===== src/rtl/cory_pack.sv =====
// cory_pack: accumulates N-bit beats into a K-slot word with a per-slot mask.
// A word completes on the K-th beat or on a beat tagged last.
`ifndef CORY_PACK_SV
`define CORY_PACK_SV

module cory_pack #(
    parameter int N = 8,
    parameter int K = 4
) (
    input  logic           clk,
    input  logic           reset_n,
    input  logic           i_a_v,
    input  logic [N-1:0]   i_a_d,
    input  logic           i_a_l,
    output logic           o_a_r,
    output logic           o_z_v,
    output logic [N*K-1:0] o_z_d,
    output logic [K-1:0]   o_z_m,
    input  logic           i_z_r
);

    localparam int CW = (K > 1) ? $clog2(K) : 1;
    localparam logic [CW-1:0] CNT_LAST = CW'(K - 1);

    typedef enum logic {
        FILL = 1'b0,
        HOLD = 1'b1
    } state_e;

    state_e         state_q, state_d;
    logic [CW-1:0]  cnt_q, cnt_d;
    logic [N*K-1:0] data_q, data_d;
    logic [K-1:0]   mask_q, mask_d;
    logic           in_hs;
    logic           out_hs;

    always_comb begin
        state_d = state_q;
        cnt_d   = cnt_q;
        data_d  = data_q;
        mask_d  = mask_q;
        // In HOLD the drain and a fresh beat may share one cycle.
        o_a_r   = (state_q == FILL) ? 1'b1 : i_z_r;
        in_hs   = i_a_v && o_a_r;
        out_hs  = (state_q == HOLD) && i_z_r;

        unique case (state_q)
            FILL: begin
                if (in_hs) begin
                    data_d[cnt_q*N +: N] = i_a_d;
                    mask_d[cnt_q]        = 1'b1;
                    if (cnt_q == CNT_LAST || i_a_l) begin
                        state_d = HOLD;
                        cnt_d   = '0;
                    end else begin
                        cnt_d = cnt_q + 1'b1;
                    end
                end
            end
            HOLD: begin
                if (out_hs) begin
                    state_d = FILL;
                    cnt_d   = '0;
                    data_d  = '0;
                    mask_d  = '0;
                    if (in_hs) begin
                        data_d[N-1:0] = i_a_d;
                        mask_d[0]     = 1'b1;
                        if (K == 1 || i_a_l) begin
                            state_d = HOLD;
                        end else begin
                            cnt_d = CW'(1);
                        end
                    end
                end
            end
            default: begin
                state_d = FILL;
                cnt_d   = '0;
                data_d  = '0;
                mask_d  = '0;
            end
        endcase
    end

    always_ff @(posedge clk or negedge reset_n) begin
        if (!reset_n) begin
            state_q <= FILL;
            cnt_q   <= '0;
            data_q  <= '0;
            mask_q  <= '0;
        end else begin
            state_q <= state_d;
            cnt_q   <= cnt_d;
            data_q  <= data_d;
            mask_q  <= mask_d;
        end
    end

    assign o_z_v = (state_q == HOLD);
    assign o_z_d = data_q;
    assign o_z_m = mask_q;

endmodule

`endif


===== config.mk =====
export PLATFORM = sky130hd
export DESIGN_NAME = cory_pack
export DESIGN_NICKNAME = d
export VERILOG_FILES = /design/src/rtl/cory_pack.sv
export SDC_FILE = /design/constraint.sdc
export NUM_CORES = 1
export LEC_CHECK = 0
export CORE_ASPECT_RATIO = 2
export CORE_MARGIN = 10
export CORE_UTILIZATION = 45
export CTS_CLUSTER_DIAMETER = 120
export DETAILED_ROUTE_END_ITERATION = 7
export PLACE_DENSITY = 0.77
export SLEW_MARGIN = 20
export SYNTH_ARGS = -nofsm -noshare
export SYNTH_HDL_FRONTEND = slang
export SYNTH_SLANG_ARGS = --single-unit

===== constraint.sdc =====
create_clock -name clk -period 2.46 [get_ports clk]
set_input_delay 0.369 -clock clk [delete_from_list [all_inputs] [get_ports clk]]
set_output_delay 0.369 -clock clk [all_outputs]
set_load 0.02 [all_outputs]

After elaboration in Yosys (flattened, before gate mapping) --
Cells that the tools add are included.
Word-level totals: register bits after elaboration 39, input bits 13, output and inout bits 38, word-level logic and storage cells 44
Operators by class: add/sub/neg operators 2, $lt $le $gt $ge 2, eq/ne operators 3, shifts and indexed selects 2, mux-type cells 24, bitwise gates (word level) 2, reduce and logical (&&, ||, !) cells 5
Operators by type and width (number):
- 32-bit 2-to-1 mux | 2
- 32-bit case mux with 2 select lines | 1
- 5-bit negator with 34-bit output | 1
- 8-bit by 34-bit variable shift with 32-bit output (first input constant) | 1
- 8-bit by 34-bit indexed part select with 32-bit output | 1
- 32-bit bitwise mux | 1
- 1-bit 2-to-1 mux | 10
- 4-bit 2-to-1 mux | 2
- 8-bit 2-to-1 mux | 1
- 4-bit case mux with 2 select lines | 1
- 2-bit 2-to-1 mux | 3
- 4-bit OR | 1
- 2-bit case mux with 2 select lines | 1
- 1-bit logical AND | 3
- 2-bit by 3-bit < comparator with 1-bit output (second input constant) | 1
- 2-bit by 1-bit adder with 2-bit output (second input constant) | 1
- 1-bit demux with 2-bit select | 1
- 2-bit equality test (second input constant) | 1
- 2-bit by 1-bit greater-or-equal comparator with 1-bit output (second input constant) | 1
- 2-bit by 1-bit inequality test with 1-bit output (second input constant) | 1
- 2-bit inequality test (second input constant) | 1
- 1-bit case mux with 2 select lines | 1
- 2-bit AND reduction | 1
- 1-bit logical OR | 1
- 1-bit inverter | 1

Depth between registers and ports, before layout --
depth after elaboration 7, gate-level depth with buffers 6, depth with buffers taken out 5

Worst setup path after synthesis --
OpenSTA, ideal clock, no wires.
path kind register to register, start register cnt_q[0], end register data_q[24], in the netlist o_z_d[24], library setup time 0.066 ns, arrival time 1.692 ns, data required time 2.394 ns, setup slack 0.702 ns, stages on the path, launching flop included 6, buffers on the path 0, clock period less this slack 1.758 ns, path through dfrtp_1 > inv_1 > ha_1 > nor4b_1 > o211a_4 > a22o_1
On the way: cells in the longest elaborated chain, start to end 5, elaborated cells between the ends (all ways) 6, those cells by class 1 x add/sub; 2 x shift; 3 x mux
RTL lines:
- start: declaration | line 31 | logic [CW-1:0] cnt_q, cnt_d;
- start signal: assignment | line 94 | cnt_q <= cnt_d;
- 5-bit negator with 34-bit output (*) | line 50 | data_d[cnt_q*N +: N] = i_a_d;
- 8-bit by 34-bit indexed part select with 32-bit output / 8-bit by 34-bit variable shift with 32-bit output (equally long branches) | line 50
- 32-bit bitwise mux (*) | line 50
- 32-bit 2-to-1 mux (*) | line 49 | if (in_hs) begin
- 32-bit case mux with 2 select lines (*) | line 47 | unique case (state_q)
- end signal: assignment | line 95 | data_q <= data_d;
- end: declaration | line 32 | logic [N*K-1:0] data_q, data_d;
Every way passes the cells marked *; elsewhere a longest branch is shown, timed or not. The select of a mux whose other input is x is not followed. A chain may end at the register's enable or synchronous reset.

Worst setup path in the final report --
start register state_q, in the netlist o_z_v, end output o_a_r
On the way: cells in the longest elaborated chain, start to end 1
RTL lines:
- start: declaration | line 30 | state_e state_q, state_d;
- start signal: assignment | line 93 | state_q <= state_d;
- 1-bit 2-to-1 mux | line 43 | o_a_r = (state_q == FILL) ? 1'b1 : i_z_r;
- end: declaration | line 15 | output logic o_a_r,
Every way passes these cells.

==> metrics.md <==
| Metric | Value |
|---|---|
| CP max-delay cell | `dfrtp_1` |
| Initial antenna violation count | `0` |
| GRT Total Usage | `13.6%` |
| Final setup viols | `0` |
| Chip Width | `64.0 microns` |
| Clock Sinks | `39` |
| Setup Skew | `0.00574 ns` |
| Slew @ Worst Pin | `0.518 ns` |
| Post-synthesis mux area share | `0.574%` |
| CP endpoint kind | `output pin` |
| FMAX | `491 MHz` |
| Remaining Overflow, GRT | `0` |
| Max stage delay on crit path | `0.67 ns` |
| Final Hold Fails | `0` |
| Clk buf depth | `2` |
| Compound-Gate Fraction of Synth Area | `27.7%` |
| DRT antenna net count | `0` |
| CTS Buf Count | `5` |
| Root Buffer | `clkbuf_8` |
| Largest fanout on the critical path | `16` |
| Synthesized cell area | `1740 sq um` |
| Number of global-route vias before repair | `1458` |
| Pin count of the biggest net entering global routing | `40` |
| Pleak | `1.06 nW` |
| Critical path class | `flop to output pin` |
| Layout Cells excl Fill | `241` |
| WL final | `4510 microns` |
| Vias per cell | `5.63` |
| Worst min-delay path category | `flop to flop` |
| Routed wire per std cell | `18.7 microns` |
| Sequential area share after synthesis | `56.0%` |
| Final Max Tran Viols | `0` |
| Detailed Route Iter0 Violations | `21` |
| Syn avg cell area | `12.9 sq um` |
| Area leader, netlist | `dfrtp_1` |
| Post-Synth Simple-Gate Area | `6.60%` |
| Synth Warn # | `0` |
| RSZ-0062 raised after global routing | `false` |
| Setup WS pre-CTS | `0.487 ns` |
| Fillcell total | `309` |
| Rel. slew slack | `65.5%` |
| Number of flops mapped to enable cells by yosys | `0` |
| Core area | `3800 sq um` |
| Port buffer count | `50` |
| Total die area | `6910 sq um` |
| Setup bufs post-CTS | `0` |
| Flops & latches, synth | `39` |
| Via count | `1358` |
| First-pass GRT wire length | `7530 microns` |
| TNS Setup | `0 ns` |
| Max VDD drop | `0.614 mV` |
| Site row count | `32` |
| Fin crit share | `82.9%` |
| Placed cell count | `233` |
| Most common cell in the netlist | `dfrtp_1` |
| H-tree depth | `2` |
| Mapped Nets | `156` |
| Latest clock arrival within the worst-skew pair | `0.29 ns` |
| Pre-antenna DRT Iters | `4` |
| Initial Utilization | `45.8%` |
| Most used DFF post-synth | `dfrtp_1` |
| Pwr/cell area | `743 nW/um^2` |
| Post-synthesis cell type count | `30` |
| FFs w/ async S/R, synth | `100%` |
| Nets@finish | `210` |
| IO Count | `51` |
| Drc violations | `0` |
| Max_cap viols | `0` |
| WP data required | `2.09 ns` |
| Status | `finished, final reports clean` |
| Top cells by area, synth | `dfrtp_1, a22o_1, ha_1` |
| Post-cts sizing count | `0` |
| Critical path arrival | `1.67 ns` |
| Area growth syn-to-layout | `39.0%` |
| Dpl hpwl | `3460 microns` |
| Setup ws final | `0.422 ns` |
| Type of element launching the critical path | `flop` |
| Diodes inserted | `0` |
| Post-Synth XOR/XNOR Area | `0%` |
| Syn Inst Count | `135` |
| TritonCTS clock tree | `done` |
| Post-layout min period | `2.04 ns` |
| Post-layout util | `63.7%` |
| RePlAce Congestion | `0.845` |
| Top post-synthesis cells by count | `dfrtp_1, a22o_1, o21ai_0` |
| Die Y | `108 microns` |
| Area share of fa/ha/maj cells after synthesis | `5.74%` |
| Layout cells sized above 1 | `10.5%` |
| Clk slew on worst S/H paths | `0.07 ns` |
| Critical-path cell list | `nand2b_1 -> clkdlybuf4s50_1` |
| Post-synth top area share | `56.0%` |
| Hold-fix buffers, CTS | `0` |
| Largest family of logic cells by synthesized area | `compound AO/OA/AOI/OAI gates` |
## area by class of cell
type / instances / area, sq um / share of cell area (%)
inverters: 5 / 18.8 / 0.775
flip-flops and latches: 39 / 976 / 40.3
well taps: 51 / 63.8 / 2.63
repair buffers: 53 / 523 / 21.6
multi-input cells: 85 / 708 / 29.2
clock buffers: 6 / 72.6 / 3.00
clock inverters: 2 / 60.1 / 2.48
## flip-flops by register name (all words and copies together) (netlist names)
register  cells
o_z_d        32
o_z_m         4
cnt_q         2
o_z_v         1
## where the power goes
part,internal [mW],switching [mW]
clock network,0.405,0.215
registers,0.699,0.0537
logic,0.193,0.234
total,1.30,0.503
## through the flow
stage	power [mW]	cell area (sq um)	hold slack, ns
2_1_floorplan	0.996	1740	0.0734
3_3_place_gp	1.18	2290	0.482
3_5_place_dp	1.20	2290	0.477
4_1_cts	1.82	2420	0.499
5_1_grt	1.89	2420	0.509
6_report	1.80	2420	0.494
## per-layer routing
layer | global-route usage (%) | wire length [microns] | part of all wire (%)
met4 | 5.82 | 96 | 2.1
met2 | 23.5 | 2330 | 52
met5 | 0 | 0 | 0
met1 | 14.6 | 1770 | 39
met3 | 4.56 | 320 | 7.1
## final timing paths
kind / cells after the start / endpoint / slack (ns) / from
worst max-delay path: 2 / o_a_r / 0.42 / o_z_v
worst min-delay path: 1 / o_z_d[5] / 0.49 / o_z_d[5]
worst max register to register: 5 / o_z_d[26] / 0.47 / cnt_q[0]
worst min register to register: 1 / o_z_d[5] / 0.49 / o_z_d[5]
max in group asynchronous: 2 / o_z_d[6] / 1.60 / reset_n
min in group asynchronous: 2 / o_z_d[23] / 0.51 / reset_n
## worst max-delay path: cells and delay by family, from the launching register on
kind / cells / cell delay, ns
AND/OR/NAND/NOR: 1 / 0.14
flip-flops: 1 / 0.67
buffers and inverters: 1 / 0.57
## layout by cell type (no fill, tap or decap)
master,n
nor4b_2,1
and2b_1,1
o2bb2ai_1,8
clkbuf_8,5
nor3b_1,2
inv_1,5
dfrtp_1,39
clkbuf_1,1
a22oi_2,1
and2_4,1
o211a_4,1
nand3b_1,1
nand2_1,2
and3b_1,1
a21oi_1,6
a22o_1,24
a2bb2oi_1,1
clkdlybuf4s50_1,50
nand2b_1,1
nor2_4,1
a21oi_2,3
buf_4,3
o2111a_2,2
o21a_1,1
nor4b_1,1
nor2b_1,3
bufinv_16,2
ha_1,8
o22ai_1,4
mux2i_1,1
o21ai_0,10
## logic make-up after synthesis
logic type,Yosys count
AOI/OAI and AO/OA,61
adders and majority gates,8
buffers and inverters,11
DFF,39
muxes,1
and+or+nand+nor,15
No activity file was read; power rests on OpenSTA's default activity.
